File: config.mk
export PLATFORM = sky130hd
export DESIGN_NAME = regfile_sb
export DESIGN_NICKNAME = d
export VERILOG_FILES = /design/src/rtl/regfile_sb.sv
export SDC_FILE = /design/constraint.sdc
export NUM_CORES = 2
export LEC_CHECK = 0
export ABC_AREA = 1
export CAP_MARGIN = 15
export CORE_MARGIN = 2
export CORE_UTILIZATION = 45
export CTS_BUF_LIST = sky130_fd_sc_hd__clkbuf_8
export DETAILED_ROUTE_END_ITERATION = 12
export PLACE_DENSITY_LB_ADDON = 0.1
export SLEW_MARGIN = 20
export SYNTH_ARGS = -nofsm -noshare
export SYNTH_HDL_FRONTEND = slang
export SYNTH_SLANG_ARGS = --single-unit
export TNS_END_PERCENT = 50
File: constraint.sdc
create_clock -name clk -period 5.9 [get_ports clk]
set_input_delay 1.475 -clock clk [delete_from_list [all_inputs] [get_ports clk]]
set_output_delay 1.475 -clock clk [all_outputs]
set_load 0.03 [all_outputs]
File: src/rtl/regfile_sb.sv
// Register file with N combinational read ports, one synchronous write port,
// optional write-to-read bypass and a per-register busy scoreboard with a count.
module regfile_sb #(
  parameter int unsigned DATA_W   = 32'd32,
  parameter int unsigned ADDR_W   = 32'd5,
  parameter int unsigned NREAD    = 32'd2,
  parameter bit          BYPASS   = 1'b1,
  parameter bit          ZERO_REG = 1'b1
) (
  input  logic                      clk,
  input  logic                      reset,
  input  logic [NREAD*ADDR_W-1:0]   ra,
  output logic [NREAD*DATA_W-1:0]   rd,
  output logic [NREAD-1:0]          rd_busy,
  input  logic                      we,
  input  logic [ADDR_W-1:0]         wa,
  input  logic [DATA_W-1:0]         wd,
  input  logic                      alloc_en,
  input  logic [ADDR_W-1:0]         alloc_addr,
  output logic [ADDR_W:0]           busy_count
);

  localparam int unsigned DEPTH = 32'd1 << ADDR_W;

  logic [DATA_W-1:0] rf_r [DEPTH];
  logic [DEPTH-1:0]  busy_r;
  logic [ADDR_W:0]   busy_count_r;

  logic              we_eff_s;
  logic              alloc_eff_s;
  logic              rule_a_s;
  logic              inc_s;
  logic              dec_s;
  logic [ADDR_W-1:0] ra_s [NREAD];

  assign busy_count = busy_count_r;

  // Qualify write/alloc (address 0 is inert when hardwired) and derive count deltas.
  always_comb begin
    we_eff_s    = we && !(ZERO_REG && (wa == '0));
    alloc_eff_s = alloc_en && !(ZERO_REG && (alloc_addr == '0));
    rule_a_s    = we_eff_s && alloc_eff_s && (wa == alloc_addr);
    inc_s       = alloc_eff_s && !busy_r[alloc_addr];
    // A new producer on the same register keeps it busy, so no decrement.
    dec_s       = we_eff_s && busy_r[wa] && !rule_a_s;
  end

  // Register array storage.
  always_ff @(posedge clk) begin
    if (reset) begin
      for (int i = 0; i < int'(DEPTH); i++) begin
        rf_r[i] <= '0;
      end
    end else if (we_eff_s) begin
      rf_r[wa] <= wd;
    end
  end

  // Busy scoreboard; alloc is applied last so it wins over a same-address write.
  always_ff @(posedge clk) begin
    if (reset) begin
      busy_r <= '0;
    end else begin
      if (we_eff_s) begin
        busy_r[wa] <= 1'b0;
      end
      if (alloc_eff_s) begin
        busy_r[alloc_addr] <= 1'b1;
      end
    end
  end

  // Busy counter tracking the number of set busy bits.
  always_ff @(posedge clk) begin
    if (reset) begin
      busy_count_r <= '0;
    end else begin
      busy_count_r <= busy_count_r + {{ADDR_W{1'b0}}, inc_s} - {{ADDR_W{1'b0}}, dec_s};
    end
  end

  // Combinational read ports with zero-register masking and optional bypass.
  always_comb begin
    rd      = '0;
    rd_busy = '0;
    for (int p = 0; p < int'(NREAD); p++) begin
      ra_s[p] = ra[p*ADDR_W +: ADDR_W];
      if (ZERO_REG && (ra_s[p] == '0)) begin
        rd[p*DATA_W +: DATA_W] = '0;
        rd_busy[p]             = 1'b0;
      end else if (BYPASS && we_eff_s && !reset && (wa == ra_s[p])) begin
        rd[p*DATA_W +: DATA_W] = wd;
        rd_busy[p]             = alloc_eff_s && (alloc_addr == ra_s[p]);
      end else begin
        rd[p*DATA_W +: DATA_W] = rf_r[ra_s[p]];
        rd_busy[p]             = busy_r[ra_s[p]];
      end
    end
  end

endmodule
==> metrics.md <==
| Metric | Value |
|---|---|
| Status | complete, no violations |
| Total CTS buffers | between 150 and 200 |
| Most used DFF post-synth | edfxtp_1 |
| First-pass GRT wire length | ~370000 um |
| Critical path launch point | wa[1] |
| Pleak | between 20 and 30 nW |
| Most used cell, CP | buf_4 |
| Slew Limit Fails | 0 |
| CTS tree | done |
| Slowest CP cell | clkdlybuf4s50_1 |
| Flops & latches, synth | 1062 |
| Part of the cycle the worst path needs | a little under 100% |
| Die footprint | between 100000 and 150000 sq um |
| Drt initial violations | 8899 |
| Largest net degree at the start of global routing | 133 |
| Vias in the first global route | between 50000 and 60000 |
| Via density | approximately 6 |
| CP peak stage delay | 0.61 ns |
| Total gr overflow | 0 |
| WHS Path Cells | 2 |
| Cells after Synth | ~7800 |
| Layout cells sized above 1 | under 10% |
| R2R Setup Slk | 2.69 ns |
| Mapped Area | roughly 61000 sq um |
| Vias | 57800 |
| Wire per inst | between 20 and 30 um |
| Root Driver | clkbuf_8 |
| Worst-Skew Late Latency | approximately 0.97 ns |
| Yosys warns | 0 |
| Worst slew pin tran | between 1 and 1.5 ns |
| Final Hold Viols | 0 |
| Power Density | 272 nW/um^2 |
| Initial core utilization | a little under half |
| Number of fill cells | roughly 13000 |
| Crit path buffers/inverters | 5 |
| H-tree depth | 4 |
| Drt drc | 0 |
| Synth area leaders | edfxtp_1 (51%), nand2_1 (8.7%), nor2_1 (7.9%) |
| Max Cap Violations | 0 |
| DRT Wirelength | 257000 um |
| R2r startpoint | busy_r[19]$_SDFF_PP0_ |
| TritonCTS Sinks | between 1000 and 1500 |
| Crit-path max FO | 31 |
| Final GP Congestion | 0.900 |
| Top cells by count, synth | nand2_1 (1404), nor2_1 (1275), edfxtp_1 (1024), nand3_1 (920), inv_1 (853) |
| Post-synth top area cell | edfxtp_1 |
| Critical Path Start Type | input port |
| Critical Path RT | between 4 and 5 ns |
| Clock Path Buffers | 3 |
| Worst vdd ir | around 0.00026 V |
| Die width | between 300 and 400 um |
| Hold wc startpoint | busy_r[0]$_SDFF_PP0_ |
| Nets | 7734 |
| Number of routed nets with antenna violations | 0 |
| Total core area | 134000 sq um |
| Post-Place Worst Slack | 0.172 ns |
| Initial antenna violation count | 7 |
| PnR worst setup slack | around 0.09 ns |
| Path length in cells of the critical path | 11 |
| CP endpoint kind | output port |
| Slew HR | 24.3% |
| Crit path max-delay family | buffers and inverters |
| F_max | between 150 and 200 MHz |
| Avg Inst Size Synth | about 7.8 sq um |
| DPL Wire Length | about 150000 um |
| Post-synth ARST share | 0% |
| Setup TNS | 0 ns |
| RSZ-0062 raised after global routing | false |
| Post-synth cell types | 35 |
| Critical-path cell list | clkdlybuf4s50_1, nor2_8, inv_2, o21ai_2, nor2_4, nand2_4, buf_4, nand3_1, nand2_1, inv_1, buf_4 |
| Number of core rows | 134 |
| CTS Hold Buffers Added | 0 |
| I/O pin cnt | between 100 and 150 |
| Fin crit period | 5.81 ns |
| Clock slew at reported path FFs | about 0.050 ns |
| Synth top area share | around 51% |
| Post-CTS setup repair buffer count | 0 |
| Number of enable flip-flop cells after synthesis | just over 1000 |
| Clk_skew | 0.0287 ns |
| HP Class | reg2reg |
| Cell with the most instances after synthesis | nand2_1 |
| Register area share after synthesis | 51.8% |
| Reg2Reg Depth | 16 |
| WS Path Type | in2out |
| Die Span Y | 372 um |
| Critical Path AT | 4.33 ns |
| PortBufs | approximately 130 |
| TritonRoute pass-1 iters | 6 |
| GRT Overall Usage | a little over a third |
| Final hold slack | 0.554 ns |
| Layout overhead on the synthesized area | 11.1% |
| Final setup viols | 0 |
-- stage by stage --
stage / std cells / total power, mW / util (%) / area [sq um]
6_report: 9598 / 18.4 / 50.5 / 67600
5_1_grt: 9597 / 19.0 / 50.5 / 67600
4_1_cts: 9595 / 18.3 / 50.5 / 67600
3_5_place_dp: 9246 / 12.0 / 48.0 / 64200
3_3_place_gp: 9246 / 11.9 / 48.0 / 64200
2_1_floorplan: 7786 / 10.7 / - / 61000
-- worst paths after layout --
check	endpoint
min reg2reg	busy_r[0]$_SDFF_PP0_
min	busy_r[0]$_SDFF_PP0_
max reg2reg	busy_count[4]$_SDFF_PP0_
max	rd[31]
-- layout by cell type (no fill, tap or decap), types with 7 or more instances in the layout --
cell | Yosys | final
nand2_1 | 1404 | 1381
nor2_1 | 1275 | 1274
edfxtp_1 | 1024 | 1024
inv_1 | 853 | 909
nand3_1 | 920 | 897
o21ai_0 | 633 | 625
a21oi_1 | 571 | 571
buf_4 | 27 | 222
clkbuf_8 | 0 | 193
o211ai_1 | 135 | 135
o21ai_1 | 93 | 93
buf_12 | 0 | 68
clkinv_1 | 3 | 62
clkdlybuf4s50_1 | 0 | 59
o22ai_1 | 57 | 57
dfxtp_1 | 38 | 38
conb_1 | 1 | 32
nand2_2 | 5 | 25
inv_2 | 18 | 22
nand3_2 | 0 | 20
nor3_1 | 15 | 15
clkinv_2 | 0 | 15
nand4_1 | 9 | 9
xnor2_1 | 9 | 9
inv_8 | 0 | 8
o21ai_4 | 0 | 8
nor2_4 | 3 | 7
-- flip-flops by register name, indices dropped and copies added, names as in the netlist --
signal / flops
busy_r: 32
rf_r: 1024
busy_count: 6
-- kinds of logic after synthesis --
family | count (synthesis) | synth area share (%)
AOI/OAI and AO/OA | 1492 | 13.0
xor gates and xnor gates | 15 | 0.216
DFF | 1062 | 51.8
buffers and inverters | 1538 | 10.4
other | 1 | 0.00616
adders and majority gates | 7 | 0.156
and+or+nand+nor | 3640 | 24.5
-- layout make-up --
class                   instances  area, sq um  share of cell area (%)
clock inverters               156          726                    1.07
well taps                    1768         2210                    3.27
inverters                     874         3320                    4.91
multi-input cells            5186        23500                    34.8
diodes                          3         7.51                  0.0111
flip-flops and latches       1062        31500                    46.6
repair buffers                356         3690                    5.46
clock buffers                 193         2660                    3.93
-- power by group --
group          total [mW]  switching, mW  internal [mW]
logic                3.06           2.21          0.849
clock network        6.47           3.38           3.09
registers            8.85          0.168           8.68
total                18.4           5.75           12.6
-- what timing repair did --
item	CTS	global route
hold endpoints to repair	0	0
setup endpoints to repair	0	1
gates resized for setup	0	1
-- worst min-delay path, cell delays in order (launching register included) --
cell and delay, ns:
dfxtp_1 0.30, inv_1 0.11, nor2_1 0.10
-- routing by layer --
metal,routed length [um],GRT usage (%)
met4,11600,16.1
met2,111000,54.8
met1,101000,50.5
met5,52,0
met3,33600,8.60
No activity file was read; power rests on OpenSTA's default activity.
